--- src/rtl/fifo_wr_arb_crgn_pkg.sv ---
// Shared definitions for the FIFO write arbiter (fifo_arb_defs_crgn):
// arbiter state encodings, statistics counter width and a wrap-around
// increment helper used for the round-robin pointer.
package fifo_wr_arb_crgn_pkg;

    typedef enum logic {
        ARB_IDLE   = 1'b0,
        ARB_LOCKED = 1'b1
    } arb_state_t;

    localparam int STAT_W = 16;

    // (idx + 1) mod n for idx in [0, n-1]
    function automatic int wrap_inc(input int idx, input int n);
        return (idx + 1 >= n) ? 0 : idx + 1;
    endfunction

endpackage

--- src/rtl/fifo_wr_arb_crgn_rr_pick.sv ---
// rr_pick_crgn: combinational rotating-priority picker.
// Finds the first set bit of req searching start, start+1, ... mod NUM_REQ.
// Ports:
//   req    in  NUM_REQ    request vector
//   start  in  REQ_IDX_W  highest-priority index (must be < NUM_REQ)
//   found  out 1          some request is set
//   index  out REQ_IDX_W  index of the picked request (0 when !found)
module rr_pick_crgn #(
    parameter int NUM_REQ   = 4,
    parameter int REQ_IDX_W = 2
) (
    input  logic [NUM_REQ-1:0]   req,
    input  logic [REQ_IDX_W-1:0] start,
    output logic                 found,
    output logic [REQ_IDX_W-1:0] index
);

    // Rotate so that bit 0 of rot corresponds to requester 'start'.
    logic [2*NUM_REQ-1:0] dbl;
    logic [NUM_REQ-1:0]   rot;

    assign dbl = {req, req} >> start;
    assign rot = dbl[NUM_REQ-1:0];

    always_comb begin
        found = 1'b0;
        index = '0;
        for (int k = 0; k < NUM_REQ; k++) begin
            if (!found && rot[k]) begin
                found = 1'b1;
                index = REQ_IDX_W'((int'(start) + k) % NUM_REQ);
            end
        end
    end

endmodule

--- src/rtl/fifo_wr_arb_crgn.sv ---
// fifo_wr_arb_crgn: packet-aware round-robin write arbiter sharing one
// single-clock FIFO between NUM_REQ requesters. A packet starts only when
// the FIFO can absorb MAX_PKT_LEN beats, then owns the write port until its
// last beat, so packets are never interleaved.
// Optional build macro: FIFO_WR_ARB_STATS_EN adds per-requester beat
// counters and a stall counter (stat_sel / stat_beats / stat_stall).
// Ports:
//   clk, reset_n (sync, active-low), clr (sync clear, shared with controller)
//   req / req_last / req_data   requester beat interface
//   gnt                         combinational one-hot-or-zero beat accept
//   fifo_full, fifo_entry_used, fifo_wr_addr   from FIFO pointer controller
//   fifo_wr_op                  registered write strobe to controller
//   mem_wr_en/addr/data         1r1w memory write port
//   owner, busy                 locked requester and LOCKED indication
module fifo_wr_arb_crgn
    import fifo_wr_arb_crgn_pkg::*;
#(
    parameter int PTR_WIDTH      = 8,
    parameter int NUM_OF_ENTRIES = 256,
    parameter int DATA_WIDTH     = 32,
    parameter int NUM_REQ        = 4,
    parameter int REQ_IDX_W      = 2,
    parameter int MAX_PKT_LEN    = 16
) (
    input  logic                          clk,
    input  logic                          reset_n,
    input  logic                          clr,
    input  logic [NUM_REQ-1:0]            req,
    input  logic [NUM_REQ-1:0]            req_last,
    input  logic [NUM_REQ*DATA_WIDTH-1:0] req_data,
    output logic [NUM_REQ-1:0]            gnt,
    input  logic                          fifo_full,
    input  logic [PTR_WIDTH:0]            fifo_entry_used,
    input  logic [PTR_WIDTH-1:0]          fifo_wr_addr,
    output logic                          fifo_wr_op,
    output logic                          mem_wr_en,
    output logic [PTR_WIDTH-1:0]          mem_wr_addr,
    output logic [DATA_WIDTH-1:0]         mem_wr_data,
    output logic [REQ_IDX_W-1:0]          owner,
    output logic                          busy
`ifdef FIFO_WR_ARB_STATS_EN
   ,input  logic [REQ_IDX_W-1:0]          stat_sel,
    output logic [STAT_W-1:0]             stat_beats,
    output logic [STAT_W-1:0]             stat_stall
`endif
);

    localparam int CW = PTR_WIDTH + 2;
    localparam logic [CW-1:0] DEPTH  = CW'(NUM_OF_ENTRIES);
    localparam logic [CW-1:0] MAXPKT = CW'(MAX_PKT_LEN);

    logic                  rst;
    arb_state_t            state, state_nxt;
    logic [REQ_IDX_W-1:0]  rr_ptr, rr_nxt, owner_nxt;
    logic [REQ_IDX_W-1:0]  pick_idx, acc_idx;
    logic                  pick_found, acc;
    logic [CW-1:0]         used, free_eff;
    logic                  start_ok, beat_ok;
    logic [DATA_WIDTH-1:0] data_arr [NUM_REQ];

    assign rst = !reset_n || clr;

    for (genvar i = 0; i < NUM_REQ; i++) begin : g_unpack
        assign data_arr[i] = req_data[i*DATA_WIDTH +: DATA_WIDTH];
    end

    // Occupancy as seen by the arbiter: the write in flight has not yet
    // moved the controller's pointer, so it is charged here.
    assign used     = fifo_entry_used[PTR_WIDTH] ? DEPTH
                                                 : {2'b00, fifo_entry_used[PTR_WIDTH-1:0]};
    assign free_eff = DEPTH - used - {{(CW-1){1'b0}}, fifo_wr_op};
    assign start_ok = (free_eff >= MAXPKT);
    assign beat_ok  = (free_eff != '0) && !fifo_full;

    rr_pick_crgn #(
        .NUM_REQ   (NUM_REQ),
        .REQ_IDX_W (REQ_IDX_W)
    ) u_pick (
        .req   (req),
        .start (rr_ptr),
        .found (pick_found),
        .index (pick_idx)
    );

    always_comb begin
        gnt       = '0;
        acc       = 1'b0;
        acc_idx   = owner;
        state_nxt = state;
        rr_nxt    = rr_ptr;
        owner_nxt = owner;
        case (state)
            ARB_IDLE: begin
                if (pick_found && start_ok) begin
                    gnt[pick_idx] = 1'b1;
                    acc           = 1'b1;
                    acc_idx       = pick_idx;
                    if (req_last[pick_idx]) begin
                        rr_nxt = REQ_IDX_W'(wrap_inc(int'(pick_idx), NUM_REQ));
                    end else begin
                        state_nxt = ARB_LOCKED;
                        owner_nxt = pick_idx;
                    end
                end
            end
            ARB_LOCKED: begin
                if (req[owner] && beat_ok) begin
                    gnt[owner] = 1'b1;
                    acc        = 1'b1;
                    if (req_last[owner]) begin
                        state_nxt = ARB_IDLE;
                        rr_nxt    = REQ_IDX_W'(wrap_inc(int'(owner), NUM_REQ));
                    end
                end
            end
            default: state_nxt = ARB_IDLE;
        endcase
        if (rst) begin
            gnt = '0;
            acc = 1'b0;
        end
    end

    always_ff @(posedge clk) begin
        if (rst) begin
            state       <= ARB_IDLE;
            rr_ptr      <= '0;
            owner       <= '0;
            fifo_wr_op  <= 1'b0;
            mem_wr_data <= '0;
        end else begin
            state      <= state_nxt;
            rr_ptr     <= rr_nxt;
            owner      <= owner_nxt;
            fifo_wr_op <= acc;
            if (acc) mem_wr_data <= data_arr[acc_idx];
        end
    end

    assign busy        = (state == ARB_LOCKED);
    assign mem_wr_en   = fifo_wr_op;
    assign mem_wr_addr = fifo_wr_addr;

`ifdef FIFO_WR_ARB_STATS_EN
    logic [STAT_W-1:0] beat_cnt [NUM_REQ];

    always_ff @(posedge clk) begin
        if (rst) begin
            for (int i = 0; i < NUM_REQ; i++) beat_cnt[i] <= '0;
            stat_beats <= '0;
            stat_stall <= '0;
        end else begin
            if (acc && beat_cnt[acc_idx] != '1)
                beat_cnt[acc_idx] <= beat_cnt[acc_idx] + 1'b1;
            if ((|req) && !(|gnt) && stat_stall != '1)
                stat_stall <= stat_stall + 1'b1;
            stat_beats <= (int'(stat_sel) < NUM_REQ) ? beat_cnt[stat_sel] : '0;
        end
    end
`endif

endmodule

--- config.mk ---
export PLATFORM = sky130hd
export DESIGN_NAME = fifo_wr_arb_crgn
export DESIGN_NICKNAME = d
export VERILOG_FILES = /design/src/rtl/fifo_wr_arb_crgn_pkg.sv /design/src/rtl/fifo_wr_arb_crgn_rr_pick.sv /design/src/rtl/fifo_wr_arb_crgn.sv
export SDC_FILE = /design/constraint.sdc
export NUM_CORES = 1
export LEC_CHECK = 0
export ABC_AREA = 1
export CAP_MARGIN = 20
export CORE_MARGIN = 4
export CORE_UTILIZATION = 40
export CTS_BUF_LIST = sky130_fd_sc_hd__clkbuf_2 sky130_fd_sc_hd__clkbuf_4 sky130_fd_sc_hd__clkbuf_8
export DETAILED_ROUTE_END_ITERATION = 8
export PLACE_DENSITY_LB_ADDON = 0.25
export SKIP_CTS_REPAIR_TIMING = 1
export SLEW_MARGIN = 20
export SYNTH_ARGS = -nofsm -noshare
export SYNTH_HDL_FRONTEND = slang
export SYNTH_SLANG_ARGS = --single-unit
--- constraint.sdc ---
create_clock -name clk -period 4.9 [get_ports clk]
set_clock_uncertainty 0.05 [all_clocks]
set_input_delay 0.98 -clock clk [delete_from_list [all_inputs] [get_ports clk]]
set_output_delay 0.98 -clock clk [all_outputs]
set_load 0.02 [all_outputs]
## Word-level counts from Yosys, hierarchy flattened

Index checks and enable logic that the tools add are counted.

- Flip-flop bits (word level): 38
- Bits in latches: 0
- Memory bits (writable): 0
- ROM bits: 0
- Input bits: 157
- Output and inout port bits: 49
- Word-level logic and storage cells: 89
- Memories: 0

- Add/subtract/negate cells: 7
- Multiply operators: 0
- Div/mod/pow operators: 0
- $lt $le $gt $ge: 8
- Equality and inequality tests: 4
- Shift-type cells: 1
- Multiplexer cells: 44
- Bitwise gates (word level): 3
- Reduce and logical (&&, ||, !) cells: 17

Operators by type and width:

| operator | count |
|---|---|
| $bmux W32 S2 | 1 |
| $mux W32 | 2 |
| $mux W2 | 12 |
| $mux W1 | 16 |
| $mux W4 | 3 |
| $ge A10 B5 Y1 const B | 1 |
| $reduce_bool A10 Y1 | 1 |
| $sub A10 B1 Y10 | 1 |
| $sub A9 B9 Y10 const A | 1 |
| $ge A3 B3 Y1 const B | 3 |
| $mux W9 | 1 |
| $logic_and A1 B1 Y1 | 8 |
| $pmux W4 S2 | 1 |
| $shr A8 B2 Y4 | 1 |
| $add A2 B1 Y3 const B | 2 |
| $bmux W1 S2 | 3 |
| $lt A2 B3 Y1 const B | 2 |
| $logic_not A1 Y1 | 5 |
| $add A2 B2 Y2 const B | 2 |
| $demux W1 S2 | 2 |
| $ge A2 B1 Y1 const B | 2 |
| $ne A2 B1 Y1 const B | 2 |
| $ne A2 B2 Y1 const B | 2 |
| $pmux W1 S2 | 2 |
| 7 further kinds | 8 |

## Longest topological paths before layout

- Depth in word-level cells: 18
- Mapped depth: 25
- Mapped depth without buffers: 24

## Hierarchy

Synthesis repeated with hierarchy kept, for this count alone.

- Cell total of the unflattened synthesis: 717
- Area, all modules: 4,164.0 sq um

Modules (own cells, without submodules):

| module | instances | cells an instance | area an instance (sq um) | seq. area each (sq um) |
|---|---|---|---|---|
| fifo_wr_arb_crgn | 1 | 664 | 3,833.7 | 760.7 |
| rr_pick_crgn | 1 | 53 | 330.3 | 0.0 |

## Least setup slack after synthesis

No wires, ideal clock.

- Kind: input-to-output
- Start point: input port fifo_entry_used[8]
- End point: output port gnt[0]
- Arrival time: 3.384 ns
- Data required time: 3.870 ns
- Setup slack: 0.486 ns
- Stages: 21
- Buffers on the path: 1
- Path through: inv_2 nand2_1 ha_1 ha_1 inv_1 ha_1 nor2_1 o21ai_1 nand2_1 nand2_1 nand2_1 nand2_1 nand2_1 nand2_1 inv_2 a21boi_1 o21ai_1 nor2_2 inv_2 buf_2 a21oi_1

- Cells in the longest elaborated chain, start to end: 9
- Elaborated cells on any way between the ends: 12
- Classes of those cells: add/sub (2); order compare (1); mux (5); reduce/logical (4)

RTL lines:

| what | line | text |
|---|---|---|
| start, declared | fifo_wr_arb_crgn.sv:33 | `input logic [PTR_WIDTH:0] fifo_entry_used,` |
| $mux W9 (*) | fifo_wr_arb_crgn.sv:69 | `assign used = fifo_entry_used[PTR_WIDTH] ? DEPTH` |
| $sub A9 B9 Y10 (*) | fifo_wr_arb_crgn.sv:71 | `assign free_eff = DEPTH - used - {{(CW-1){1'b0}}, fifo_wr_op};` |
| $sub A10 B1 Y10 (*) | fifo_wr_arb_crgn.sv:71 |  |
| parallel branches: the longest is 4 deep, another holds $ge A10 B5 Y1 | -- |  |
| $pmux W4 S2 (*) | fifo_wr_arb_crgn.sv:92 | `case (state)` |
| $mux W4 (*) | fifo_wr_arb_crgn.sv:118 | `if (rst) begin` |
| end, declared | fifo_wr_arb_crgn.sv:31 | `output logic [NUM_REQ-1:0] gnt,` |

Every way passes the cells marked *.

## Worst setup path in the final report

- Start point: input port fifo_entry_used[8]
- End point: output port gnt[3]

Same word-level chain as after synthesis.

==> results.py <==
metrics = {
    "clock_network": {
        "cts-root-buf": "clkbuf_8",
        "cts_sinks": 38,
        "clkTransAtPathRegs_ps": 80,
        "ctsLongestPathBuffers": 2,
        "cts_made_buffers": 5,
        "cts_tree": "yes",
        "clk_latency_ps": 290,
        "cts_max_level": 2,
    },
    "synth": {
        "synth_ff_type": "dfxtp_1",
        "syn-cell-area_um2": 3710,
        "ys_types": 32,
        "ys.warnings.count": 0,
        "synth_nets": 812,
        "ys_seq_elements": 38,
        "syn_avg_cell_area_um2": 5.81,
        "synth_edf_count": 0,
        "yosysTopAreaCell": "nand3_1",
        "syn_inst": 639,
        "async_flop_share": 0,
        "synth.area.top_cells": "nand3_1 (25%), dfxtp_1 (21%), nand2_1 (20%), inv_1 (6.2%), ha_1 (5.4%)",
        "yosysSeqAreaShare": 0.205,
        "synth_top_area_frac": 0.247,
        "yosysMostFrequentCell": "nand2_1",
        "synthTopCellsByCount": "nand2_1 (196), nand3_1 (183), inv_1 (61)",
    },
    "min_path": {
        "min_from": "mem_wr_data[14]",
        "whs_endpoint": "mem_wr_data[14]",
        "hold_path_depth": 2,
        "hold_class": "reg2reg",
    },
    "detailed_routing": {
        "postRouteAntennaNets": 0,
        "wl_per_cell_um": 15.4,
        "vias": 4819,
        "drt_iter0_markers": 260,
        "drc": 0,
        "vias_per_cell": 5.24,
        "drt-pass1-iter-count": 5,
        "wl_um": 14100,
    },
    "worst_setup_path": {
        "end_kind": "primary output",
        "cp.arrival_ps": 3570,
        "cpPeakStageDelay_ps": 440,
        "reg2reg_from": "fifo_wr_op",
        "rr_worst_depth": 21,
        "startpoint_type": "primary input",
        "crit_path_max_fanout": 5,
        "timing.rr.end": "mem_wr_data[5]",
        "worstPathCellList": "clkdlybuf4s50_1 -> inv_2 -> nand2_1 -> ha_1 -> ha_1 -> inv_1 -> ha_1 -> nor2_1 -> o21ai_1 -> nand2_1 -> nand2_1 -> nand3_1 -> nor2_1 -> nand2_1 -> inv_2 -> nand3_1 -> a21oi_1 -> nor2_4 -> inv_2 -> a21oi_1 -> buf_2",
        "crit_path_frequent_cell": "nand2_1",
        "slowest_stage": "clkdlybuf4s50_1",
        "worstPathRequired_ps": 3870,
        "critPathKind": "in2out",
        "r2r_slack_ps": 1710,
    },
    "die": {
        "fp.dieH_um": 104,
        "die-area_um2": 10900,
        "rows": 34,
        "start_util": 0.417,
        "core_area_um2": 8890,
        "dieWidth_um": 104,
        "num_io_pins": 206,
    },
    "power": {
        "p_switching_mw": 2.13,
        "ir_worst_vdd_mv": 0.602,
        "switching_share": 0.540,
        "p_per_area_nw_per_um2": 682,
        "comb_power_share": 0.771,
        "p_leak_nw": 2.75,
        "p_seq_frac": 0.143,
        "clkPwrFrac": 0.085,
        "intPower_mw": 1.82,
    },
    "sta": {
        "finalSetupTns_ps": 0,
        "worst_pin_slew_ps": 874,
        "setup_viol": 0,
        "final.period_utilization": 0.939,
        "period_needed_ps": 4600,
        "drv_slew": 0,
        "fmax_mhz": 217,
        "rsz0062_at_grt": "yes",
        "hold_viol_final": 0,
        "holdWs_ps": 424,
        "slew-limit-headroom": 0.415,
    },
    "cells_and_area": {
        "fin_cells": 919,
        "finalInstanceArea_um2": 5790,
        "final_layout_size_suffix_gt1_frac": 0.0838,
        "num-nets-final": 983,
        "area_delta_synth_final_pct": 56.1,
        "diodes": 0,
    },
    "placement": {
        "dp_hpwl_um": 10500,
        "place_inst": 911,
        "portBuffers": 189,
        "gp_congestion": 0.866,
        "placed_cell_area_um2": 5650,
    },
    "global_routing": {
        "grt_overflow_total": 0,
        "grt_pass1_wl_um": 22600,
        "grt_pass1_vias": 4587,
        "antenna_found_initial": 0,
        "grt_max_degree": 49,
        "grt_use_total": 0.248,
    },
    "run_status": {
        "run_status": "finished, final reports clean",
    },
    "flow_run": {
        "drv_cap": 0,
    },
}
flip-flops by register name, indices dropped and copies added, names as in the netlist, named ones only:
signal	cells
mem_wr_data	32
rr_ptr	1
busy	1
owner	2
fifo_wr_op	1
power by group through the flow:
stage | combinational, mW | clock (mW) | sequential [mW]
final | 3.05 | 0.337 | 0.566
after detailed placement | 3.04 | 0 | 0.570
after CTS | 3.05 | 0.345 | 0.566
after global routing | 3.40 | 0.355 | 0.587
after floorplan | 1.97 | 0 | 0.700
after global placement | 2.99 | 0 | 0.565
area by class of cell:
cell class / count / area, um^2
Clock buffer: 6 / 82.6
Fill cell: 827 / 3100
Inverter: 69 / 259
Tap cell: 108 / 135
Clock inverter: 2 / 60.1
Sequential cell: 38 / 761
Timing Repair Buffer: 209 / 2040
Multi-Input combinational cell: 487 / 2450
through the flow:
stage	setup WS [ps]	utilization	total power [mW]
floorplan	486	-	2.67
global placement	-119	0.636	3.55
detailed placement	-183	0.636	3.61
CTS	-205	0.652	3.96
global route	-7.44	0.651	4.35
finish	297	0.651	3.95
critical path: cells and delay by family:
kind | cells | cell delay, ps
buffers and inverters | 6 | 940
AOI/OAI and AO/OA | 3 | 440
adders and majority gates | 3 | 530
and+or+nand+nor | 9 | 680
metal layers:
metal,part of all wire,track usage,vias up,routed length [um]
met3,0.079,0.0515,22,1120
met1,0.41,0.304,2194,5730
met5,0,0,-,0
li1,-,-,2406,-
met2,0.50,0.440,197,7000
met4,0.020,0.0589,0,283
how the worst max path moves through the flow:
stage,startpoint,slack [ps],cells after the start,endpoint
after CTS,fifo_entry_used[8],-200,22,gnt[1]
after global placement,fifo_entry_used[8],-120,22,gnt[3]
after detailed placement,fifo_entry_used[8],-180,22,gnt[1]
after floorplan,fifo_entry_used[8],490,21,gnt[0]
after global routing,fifo_entry_used[8],-7,22,gnt[0]
final,fifo_entry_used[8],300,21,gnt[3]
layout by cell type, fill, tap and decap left out, types with 6 or more instances in the layout:
| cell type | n |
|---|---|
| a21oi_1 | 10 |
| buf_4 | 21 |
| clkbuf_8 | 6 |
| clkdlybuf4s50_1 | 185 |
| dfxtp_1 | 38 |
| ha_1 | 16 |
| inv_1 | 61 |
| inv_2 | 8 |
| nand2_1 | 196 |
| nand2_2 | 7 |
| nand3_1 | 183 |
| nand3b_1 | 9 |
| nor2_1 | 19 |
| o21ai_0 | 8 |
| o21ai_1 | 8 |
cells by family after synthesis:
family                   Yosys count  share of synthesized area
adder cells (fa/ha/maj)           16                     0.0540
AND/OR/NAND/NOR                  432                      0.540
flip-flops                        38                      0.205
buffers and inverters            114                      0.140
XOR/XNOR                           3                    0.00708
AO/OA/AOI/OAI                     36                     0.0546
No activity file was read; power rests on OpenSTA's default activity.
